[src/rtl/led_walk_pkg.sv]
// Shared types and step-model helpers for the LED walk decoder.
// The walk is a 16-LED bouncing toggle with HIGH/LOW dwell phases at the ends.
package led_walk_pkg;

  typedef enum logic [1:0] {
    DIR_LOW  = 2'b00,
    DIR_UP   = 2'b01,
    DIR_DOWN = 2'b10,
    DIR_HIGH = 2'b11
  } dir_t;

  localparam logic [1:0] ERR_NONE     = 2'd0;
  localparam logic [1:0] ERR_NOTOGGLE = 2'd1;
  localparam logic [1:0] ERR_MULTI    = 2'd2;
  localparam logic [1:0] ERR_POS      = 2'd3;

  typedef struct packed {
    logic [3:0] p;
    dir_t       d;
  } walk_t;

  localparam walk_t WALK_RESET = '{p: 4'd8, d: DIR_UP};

  // Generator step model: where the next toggle lands and the phase after it.
  function automatic walk_t next_step(input logic [3:0] p, input dir_t d);
    walk_t r;
    r = '{p: p, d: d};
    unique case (d)
      DIR_UP: begin
        r.p = p + 4'd1;
        r.d = (p == 4'd14) ? DIR_HIGH : DIR_UP;
      end
      DIR_DOWN: begin
        r.p = p - 4'd1;
        r.d = (p == 4'd1) ? DIR_LOW : DIR_DOWN;
      end
      DIR_HIGH: r.d = DIR_DOWN;
      DIR_LOW:  r.d = DIR_UP;
    endcase
    return r;
  endfunction

  // Best guess of the phase that produced toggle k, given the previous toggle.
  function automatic dir_t resync_guess(input logic [3:0] k, input logic [3:0] last_k);
    dir_t g;
    if (k > last_k)      g = (k == 4'd15) ? DIR_HIGH : DIR_UP;
    else if (k < last_k) g = (k == 4'd0) ? DIR_LOW : DIR_DOWN;
    else                 g = (k >= 4'd8) ? DIR_DOWN : DIR_UP;
    return g;
  endfunction

endpackage

[src/rtl/led_walk_decoder_if.sv]
// LED bus and decoded status bundle between a generator-side driver and the decoder.
interface led_walk_decoder_if
  import led_walk_pkg::*;
#(
  parameter int ERR_W = 8
);
  logic             step;
  logic [15:0]      led_in;
  logic [3:0]       pos;
  dir_t             dir;
  logic             valid;
  logic             err;
  logic [1:0]       err_code;
  logic [ERR_W-1:0] err_count;
  logic             locked;

  modport master (
    output step, led_in,
    input  pos, dir, valid, err, err_code, err_count, locked
  );

  modport slave (
    input  step, led_in,
    output pos, dir, valid, err, err_code, err_count, locked
  );
endinterface

[src/rtl/led_onehot_index.sv]
// Classifies a 16-bit toggle mask as empty, single-bit or multi-bit and encodes the bit index.
module led_onehot_index (
  input  logic [15:0] diff,
  output logic        is_zero,
  output logic        is_onehot,
  output logic [3:0]  index
);

  assign is_zero   = ~|diff;
  assign is_onehot = ~is_zero & ~|(diff & (diff - 16'd1));

  // OR-encoder: exact when a single bit is set, don't-care otherwise.
  always_comb begin
    index = 4'd0;
    for (int i = 0; i < 16; i++) begin
      if (diff[i]) index = index | 4'(i);
    end
  end

endmodule

[src/rtl/led_walk_decoder.sv]
// Checks the LED walk bus on each step strobe, tracks position/phase, and reports
// violations with a saturating count and a lock indicator after consecutive clean steps.
module led_walk_decoder
  import led_walk_pkg::*;
#(
  parameter int LOCK_STEPS = 4,
  parameter int ERR_W      = 8
) (
  input  logic                clk,
  input  logic                reset,
  led_walk_decoder_if.slave   bus
);

  localparam logic [3:0] LOCK_N = 4'(LOCK_STEPS);

  logic [15:0]      led_prev_p1, led_prev_nxt;
  walk_t            exp_p1, exp_nxt;
  logic [3:0]       last_k_p1, last_k_nxt;
  logic [3:0]       pos_p1, pos_nxt;
  logic             vld_p1, vld_nxt;
  logic             err_p1, err_nxt;
  logic [1:0]       code_p1, code_nxt;
  logic [ERR_W-1:0] cnt_p1, cnt_nxt;
  logic [3:0]       clean_p1, clean_nxt;
  logic             locked_p1, locked_nxt;

  logic [15:0] diff;
  logic        is_zero, is_onehot;
  logic [3:0]  k;

  assign diff = bus.led_in ^ led_prev_p1;

  led_onehot_index u_onehot (
    .diff      (diff),
    .is_zero   (is_zero),
    .is_onehot (is_onehot),
    .index     (k)
  );

  // Stage p0 -> p1: classify the sampled step and advance the model
  always_comb begin
    led_prev_nxt = led_prev_p1;
    exp_nxt      = exp_p1;
    last_k_nxt   = last_k_p1;
    pos_nxt      = pos_p1;
    vld_nxt      = 1'b0;
    err_nxt      = 1'b0;
    code_nxt     = code_p1;
    cnt_nxt      = cnt_p1;
    clean_nxt    = clean_p1;
    locked_nxt   = locked_p1;

    if (bus.step) begin
      led_prev_nxt = bus.led_in;
      vld_nxt      = 1'b1;
      if (is_zero) begin
        err_nxt  = 1'b1;
        code_nxt = ERR_NOTOGGLE;
      end else if (!is_onehot) begin
        err_nxt  = 1'b1;
        code_nxt = ERR_MULTI;
      end else if (k == exp_p1.p) begin
        exp_nxt    = next_step(exp_p1.p, exp_p1.d);
        pos_nxt    = k;
        last_k_nxt = k;
        code_nxt   = ERR_NONE;
        if (clean_p1 != LOCK_N) clean_nxt = clean_p1 + 4'd1;
      end else begin
        err_nxt    = 1'b1;
        code_nxt   = ERR_POS;
        pos_nxt    = k;
        exp_nxt    = next_step(k, resync_guess(k, last_k_p1));
        last_k_nxt = k;
      end

      if (err_nxt) begin
        clean_nxt = 4'd0;
        if (cnt_p1 != {ERR_W{1'b1}}) cnt_nxt = cnt_p1 + 1'b1;
      end
      locked_nxt = (clean_nxt == LOCK_N);
    end
  end

  always_ff @(posedge clk or negedge reset) begin
    if (!reset) begin
      led_prev_p1 <= '0;
      exp_p1      <= WALK_RESET;
      last_k_p1   <= 4'd8;
      pos_p1      <= 4'd0;
      vld_p1      <= 1'b0;
      err_p1      <= 1'b0;
      code_p1     <= ERR_NONE;
      cnt_p1      <= '0;
      clean_p1    <= 4'd0;
      locked_p1   <= 1'b0;
    end else begin
      led_prev_p1 <= led_prev_nxt;
      exp_p1      <= exp_nxt;
      last_k_p1   <= last_k_nxt;
      pos_p1      <= pos_nxt;
      vld_p1      <= vld_nxt;
      err_p1      <= err_nxt;
      code_p1     <= code_nxt;
      cnt_p1      <= cnt_nxt;
      clean_p1    <= clean_nxt;
      locked_p1   <= locked_nxt;
    end
  end

  assign bus.pos       = pos_p1;
  assign bus.dir       = exp_p1.d;
  assign bus.valid     = vld_p1;
  assign bus.err       = err_p1;
  assign bus.err_code  = code_p1;
  assign bus.err_count = cnt_p1;
  assign bus.locked    = locked_p1;

endmodule

[src/flat_wrapper.sv]
// flat-port wrapper written by rule: the top's interface ports become plain ports
module led_walk_decoder_flat import led_walk_pkg::*;
#(
  parameter int LOCK_STEPS = 4,
  parameter int ERR_W      = 8
)
  (clk, reset, bus_step, bus_led_in, bus_pos, bus_dir, bus_valid, bus_err, bus_err_code, bus_err_count, bus_locked);
  led_walk_decoder_if #(.ERR_W(ERR_W)) bus_i ();
  input  logic clk;
  input  logic reset;
  input wire logic [$bits(bus_i.step)-1:0] bus_step;
  input wire logic [$bits(bus_i.led_in)-1:0] bus_led_in;
  output wire logic [$bits(bus_i.pos)-1:0] bus_pos;
  output wire logic [$bits(bus_i.dir)-1:0] bus_dir;
  output wire logic [$bits(bus_i.valid)-1:0] bus_valid;
  output wire logic [$bits(bus_i.err)-1:0] bus_err;
  output wire logic [$bits(bus_i.err_code)-1:0] bus_err_code;
  output wire logic [$bits(bus_i.err_count)-1:0] bus_err_count;
  output wire logic [$bits(bus_i.locked)-1:0] bus_locked;
  assign bus_i.step = bus_step;
  assign bus_i.led_in = bus_led_in;
  assign bus_pos = bus_i.pos;
  assign bus_dir = bus_i.dir;
  assign bus_valid = bus_i.valid;
  assign bus_err = bus_i.err;
  assign bus_err_code = bus_i.err_code;
  assign bus_err_count = bus_i.err_count;
  assign bus_locked = bus_i.locked;
  led_walk_decoder #(.LOCK_STEPS(LOCK_STEPS), .ERR_W(ERR_W)) u_core (.clk(clk), .reset(reset), .bus(bus_i));
endmodule
[config.mk]
export PLATFORM = sky130hd
export DESIGN_NAME = led_walk_decoder_flat
export DESIGN_NICKNAME = d
export VERILOG_FILES = /design/src/rtl/led_walk_pkg.sv /design/src/rtl/led_walk_decoder_if.sv /design/src/rtl/led_onehot_index.sv /design/src/rtl/led_walk_decoder.sv /design/src/flat_wrapper.sv
export SDC_FILE = /design/constraint.sdc
export NUM_CORES = 1
export LEC_CHECK = 0
export CORE_MARGIN = 1.5
export CORE_UTILIZATION = 30
export DETAILED_ROUTE_END_ITERATION = 16
export HOLD_SLACK_MARGIN = 0.05
export SYNTH_ARGS = -nofsm -noshare
export SYNTH_HDL_FRONTEND = slang
export SYNTH_HIERARCHICAL = 1
export SYNTH_SLANG_ARGS = --single-unit
[constraint.sdc]
create_clock -name clk -period 5.89 [get_ports clk]
set_input_delay 1.178 -clock clk [delete_from_list [all_inputs] [get_ports clk]]
set_output_delay 1.178 -clock clk [all_outputs]
set_load 0.005 [all_outputs]
==> flow_metrics.tcl, run 1 <==
set metrics [dict create \
    synth_edf_count 0 \
    dp_hpwl_mm 4.59 \
    ys_ff_latch 44 \
    cts_hold_buf 0 \
    seqPwrFrac_pct 47.4 \
    nets 381 \
    rows 36 \
    slew_violations 0 \
    post_cts_resized 0 \
    setup_viol 0 \
    netSwitchingPower_uw 248 \
    final.setup.tns_ps 0 \
    seq_area_frac_synth_pct 37.0 \
    yosysTopAreaCell "dfrtp_1" \
    tightest_slew_ps 983 \
    synthTopCellsByArea "dfrtp_1 (34%), ha_1 (8.0%), mux2_2 (6.8%)" \
    arrival_ps 5350 \
    hold_end "u_core/bus.pos[3]$_DFFE_PN0P_" \
    rsz0062_at_grt "no" \
    ir_drop_mv 0.197 \
    detail_route.vias_per_cell 5.06 \
    synth_nets 348 \
    finalCriticalPeriod_ps 5110 \
    hold_start "u_core/bus.pos[3]$_DFFE_PN0P_" \
    antenna_found_initial 0 \
    port_buffers 37 \
    status "finished, final reports clean" \
    layout-drive-gt1-share_pct 12.2 \
    io-pin-count 38 \
    netlist_area_um2 2990 \
    syn-instance-count 310 \
    regToRegEndpoint "u_core/exp_p1[5]$_DFFE_PN1P_" \
    criticalPathCategory "input port to flip-flop" \
    clk_path_buf_depth 2 \
    wirelength_mm 6.47 \
    yosysTopAreaCellShare_pct 34.3 \
    n_antenna_cell 0 \
    drcViolationCount 0 \
    ys_dominant_reg_cell "dfrtp_1" \
    die_area_um2 10600 \
    layout_common_cells "dfrtp_1 (41), clkdlybuf4s50_1 (36), nand2_1 (29)" \
    dr.pass1.iters 4 \
    initial_core_util_pct 30.7 \
    coreArea_um2 9730 \
    fmax_mhz 196 \
    reg2regPathDepth 14 \
    p_leak_uw 0.00143 \
    max_slew_margin_pct 34.5 \
    ant_nets 0 \
    insertion_delay_ps 310 \
    post-route-worst-setup-slack_ps 775 \
    synth_cell_types 59 \
    p_comb_share_pct 26.6 \
    clkTransAtPathRegs_ps 90 \
    cts-buffers-inserted 5 \
    post_drt_wl_per_cell_um 13.6 \
    area_growth_pct 18.0 \
    final_common_cell "dfrtp_1" \
    drt_iter0_drc 143 \
    min_path_cells 2 \
    post_cts_buffers 0 \
    p_clk_share_pct 26.0 \
    path_max_fanout 12 \
    clkSinkCount 44 \
    grt_usage_pct 13.3 \
    grt_max_degree 45 \
    cts_tree "built" \
    ys_warn_count 6 \
    synth_async_sr_flop_share_pct 100 \
    end_kind "flip-flop" \
    dieWidth_um 103 \
    post-route-period-util_pct 86.8 \
    gp_congestion 0.778 \
    cts-root-buf "clkbuf_8" \
    num_vias 2416 \
    pre_cts_ws_ps 505 \
    drv_cap 0 \
    fin_worst_skew_ps 12.8 \
    syn_area_per_cell_um2 9.64 \
    h-tree-depth 2 \
    start_kind "input port" \
    switching_share_pct 31.9 \
    hold_path_class "flip-flop to flip-flop" \
    grt_pass1_wl_mm 11.2 \
    r2r_setup_slack_ps 1690 \
    grt_overflow 0 \
    p_per_area_nw_per_um2 221 \
    hold_violations 0 \
    cp.required_ps 6130 \
    p_int_uw 530 \
    r2r-start "u_core/led_prev_p1[14]$_DFFE_PN0P_" \
    die_height_um 103 \
    grt_pass1_vias 2416 \
]
[cells in the mapped netlist (all sizes together) (3+ instances only)]
| cell | instances |
|---|---|
| dfrtp | 41 |
| nand2 | 29 |
| o21ai | 21 |
| ha | 19 |
| inv | 19 |
| xor2 | 19 |
| mux2 | 18 |
| a21oi | 17 |
| buf | 12 |
| nand3 | 12 |
| nor2 | 11 |
| nor4 | 7 |
| and3 | 6 |
| nand4 | 6 |
| nor3 | 6 |
| xnor2 | 6 |
| nor2b | 5 |
| a211oi | 4 |
| o22ai | 4 |
| a31oi | 3 |
| a41oi | 3 |
| clkbuf | 3 |
| dfstp | 3 |
| mux2i | 3 |
[stage by stage]
stage,instance area (um2),hold WS (ps),total power (uW),cells,util (%)
2_1_floorplan,2990,467,489,310,-
3_3_place_gp,3440,474,578,469,35.3
3_5_place_dp,3440,475,583,469,35.3
4_1_cts,3530,496,789,477,36.3
5_1_grt,3530,525,830,477,36.3
6_report,3530,484,778,477,36.3
[layer usage]
metal | vias to the layer above | track usage [%] | part of all wire (%)
met2 | 50 | 22.6 | 48
met1 | 1182 | 17.0 | 46
met5 | - | 0 | 0
met3 | 5 | 3.05 | 4.7
li1 | 1179 | - | -
met4 | 0 | 4.05 | 1.1
[logic make-up (layout without fill, tap and decap cells)]
kind of cell	Yosys count	count (layout)	share of synthesized area, %
flops	44	44	37.0
compound gates	70	70	15.4
xor+xnor	25	25	7.33
fa+ha+maj	21	21	8.67
mux	21	21	7.79
buf+inv	34	68	6.16
simple gates	95	95	17.7
[layout make-up]
cell class                 count  area (um2)
clock inverter                 3        21.3
timing repair buffer          41         395
fill                        1035        6200
inverter                      19        71.3
sequential                    44        1100
tap                          133         166
multi-input combinational    232        1700
clock buffer                   5        68.8
[power by group through the flow]
| stage | Clock [uW] | Combinational, uW | Sequential, uW |
|---|---|---|---|
| floorplan | 0 | 118 | 371 |
| global placement | 0 | 204 | 374 |
| detailed placement | 0 | 209 | 374 |
| CTS | 210 | 209 | 369 |
| global route | 222 | 232 | 376 |
| finish | 203 | 207 | 369 |
[critical path: stages]
cell,delay [ps]
clkdlybuf4s50_1,440
xor2_1,190
nor4_1,510
nand2_1,410
ha_1,430
nand4_1,110
o21ai_0,330
inv_1,150
o21ai_0,210
ha_1,330
or4b_1,470
a32o_1,230
o22ai_2,130
a21oi_1,80
o21ai_1,140
[flip-flops by register name, summed over array words and instances, names as in the netlist, 2 cells and up]
| signal | count |
|---|---|
| u_core/bus.err_count | 8 |
| u_core/bus.err_code | 2 |
| u_core/last_k_p1 | 4 |
| u_core/bus.dir | 2 |
| u_core/clean_p1 | 4 |
| u_core/led_prev_p1 | 16 |
| u_core/exp_p1 | 4 |
[worst max path at each step]
| stage | cells after the start | slack (ps) | to | startpoint |
|---|---|---|---|---|
| floorplan | 14 | 1630 | u_core/exp_p1[5]$_DFFE_PN1P_ | bus_led_in[14] |
| global placement | 15 | 680 | u_core/exp_p1[5]$_DFFE_PN1P_ | bus_led_in[7] |
| global route | 15 | 520 | u_core/exp_p1[5]$_DFFE_PN1P_ | bus_led_in[14] |
| finish | 15 | 780 | u_core/exp_p1[5]$_DFFE_PN1P_ | bus_led_in[14] |
| CTS | 15 | 810 | u_core/exp_p1[5]$_DFFE_PN1P_ | bus_led_in[14] |
| detailed placement | 15 | 500 | u_core/exp_p1[5]$_DFFE_PN1P_ | bus_led_in[14] |
Power figures use the tool's default switching activity.
==> inputs of run 2 (changes only) <==
--- a/config.mk
+++ b/config.mk
@@ -5,6 +5,7 @@
 export SDC_FILE = /design/constraint.sdc
 export NUM_CORES = 1
 export LEC_CHECK = 0
+export ABC_CLOCK_PERIOD_IN_PS = 5890
 export CORE_MARGIN = 1.5
 export CORE_UTILIZATION = 30
 export DETAILED_ROUTE_END_ITERATION = 16
==> results of run 2 <==
Final layout, timing and power as in run 1 (identical DEF).
==> inputs of run 3 (changes only) <==
--- a/config.mk
+++ b/config.mk
@@ -10,6 +10,7 @@
 export CORE_UTILIZATION = 30
 export DETAILED_ROUTE_END_ITERATION = 16
 export HOLD_SLACK_MARGIN = 0.05
+export PLACE_DENSITY = 0.54
 export SYNTH_ARGS = -nofsm -noshare
 export SYNTH_HDL_FRONTEND = slang
 export SYNTH_HIERARCHICAL = 1
==> run 3 against run 2 <==
Effect of this change:
- power increased by 0.85%
- final area is 0.57% higher
- sequential cell count did not move
- highest routed layer unchanged
- largest power group unchanged
- first-iteration DRC count shrank 52%
- combinational power about the same
- critical endpoint unchanged
- non-clock buffer count is 2 higher
==> flow_metrics.tcl, run 3 (same netlist as run 1, synthesis figures left out) <==
set metrics [dict create \
    top_register "u_core/led_prev_p1" \
    dieWidth_um 103 \
    fillCellCount 1023 \
    crit_chain "clkdlybuf4s50_1, xor2_1, nor4_1, nand2_1, inv_1, ha_1, nand4_1, o21ai_0, inv_1, o21ai_0, ha_1, or4b_1, a32o_1, o22ai_2, a21oi_1, o21ai_1" \
    p_comb_share_pct 26.4 \
    p_per_area_nw_per_um2 221 \
    netSwitchingPower_uw 251 \
    grt_pass1_wl_mm 11.6 \
    detail_route.vias_per_cell 5.01 \
    nets 383 \
    cts_hold_buf 0 \
    dr.pass1.iters 4 \
    drt_iter0_drc 69 \
    insertion_delay_ps 310 \
    start_kind "input port" \
    final_core_util_pct 36.5 \
    fin_area_um2 3550 \
    fmax_mhz 204 \
    post_cts_buffers 0 \
    num_vias 2402 \
    antenna_found_initial 0 \
    setup_viol 0 \
    ant_nets 0 \
    post_cts_resized 0 \
    hold_violations 0 \
    end_kind "flip-flop" \
    finalCriticalPeriod_ps 4900 \
    p_clk_share_pct 26.5 \
    crit_path_max_incr_delay_ps 500 \
    cp.required_ps 6120 \
    p_leak_uw 0.00145 \
    ir_drop_mv 0.175 \
    fin_worst_skew_ps 10.2 \
    gp_congestion 0.781 \
    grt_pass1_vias 2407 \
    status "finished, final reports clean" \
    switching_share_pct 32.0 \
    path_max_fanout 8 \
    wirelength_mm 6.68 \
    max_slew_margin_pct 32.9 \
    drv_cap 0 \
    post_dp_cell_area_um2 3450 \
    dp_hpwl_mm 4.81 \
    cts_tree "built" \
    clkTransAtPathRegs_ps 100 \
    die_height_um 103 \
    die_area_um2 10600 \
    post_drt_wl_per_cell_um 13.9 \
    drcViolationCount 0 \
    crit_slowest_cell "clkdlybuf4s50_1" \
    slew_violations 0 \
    rsz0062_at_grt "no" \
    p_total_uw 785 \
    grt_max_degree 45 \
    coreArea_um2 9730 \
    clkSinkCount 44 \
    layout-drive-gt1-share_pct 12.7 \
    area_growth_pct 18.7 \
    rows 36 \
    final_common_cell "dfrtp_1" \
    seqPwrFrac_pct 47.1 \
    h-tree-depth 2 \
    criticalPathCategory "input port to flip-flop" \
    clk_path_buf_depth 2 \
    port_buffers 37 \
    n_antenna_cell 0 \
    arrival_ps 5130 \
    final.setup.tns_ps 0 \
    grt_usage_pct 13.8 \
    layout_common_cells "dfrtp_1 (41), clkdlybuf4s50_1 (36), nand2_1 (29)" \
    largest_reg_flops 16 \
    hold_path_class "flip-flop to flip-flop" \
    io-pin-count 38 \
    p_int_uw 533 \
    post-route-period-util_pct 83.1 \
    cts-root-buf "clkbuf_8" \
    initial_core_util_pct 30.7 \
    cts-buffers-inserted 5 \
    tightest_slew_ps 1010 \
    grt_overflow 0 \
]
[run 3: worst max-delay path: cells and delay by family]
family                   cells  cell delay [ps]
AND/OR/NAND/NOR              4              990
buffers and inverters        3              830
AO/OA/AOI/OAI                6             1100
XOR/XNOR                     1              410
adder cells (fa/ha/maj)      2              640
[run 3: layout make-up]
class,count,area [um2],share of cell area (%)
clock buffers,5,68.8,1.94
inverters,19,71.3,2.01
repair buffers,43,410,11.6
multi-input cells,232,1700,47.9
clock inverters,3,26.3,0.741
flip-flops and latches,44,1100,31.1
well taps,133,166,4.69
[run 3: routing by layer]
layer	up-vias	share of wire [%]	wire [um]	track usage (%)
met5	-	0	0	0
met3	8	3.8	256	2.58
met4	0	1.3	88	3.53
met1	1155	50	3360	19.0
met2	49	44	2970	22.4
li1	1190	-	-	-
[run 3: final timing paths]
check / start / endpoint / slack, ps / cells past startpoint
max in group asynchronous: reset / u_core/led_prev_p1[1]$_DFFE_PN0P_ / 4220 / 1
worst max register to register: u_core/led_prev_p1[7]$_DFFE_PN0P_ / u_core/exp_p1[5]$_DFFE_PN1P_ / 1960 / 15
worst max-delay path: bus_led_in[7] / u_core/exp_p1[5]$_DFFE_PN1P_ / 990 / 16
min in group asynchronous: reset / u_core/last_k_p1[1]$_DFFE_PN0P_ / 1030 / 1
worst min register to register: u_core/bus.err_count[6]$_DFFE_PN0P_ / u_core/bus.err_count[6]$_DFFE_PN0P_ / 490 / 1
worst min-delay path: u_core/bus.err_count[6]$_DFFE_PN0P_ / u_core/bus.err_count[6]$_DFFE_PN0P_ / 490 / 1
[run 3: per-stage QoR]
stage	hold WS (ps)	cells	setup slack [ps]
detailed placement	479	471	679
global placement	479	471	848
CTS	501	479	982
floorplan	467	310	1630
finish	494	479	993
global route	530	479	592
[run 3: power by group through the flow]
stage	clock network, uW	registers (uW)	logic [uW]
finish	208	369	207
global route	233	377	231
CTS	218	370	210
detailed placement	0	375	209
global placement	0	375	206
floorplan	0	371	118
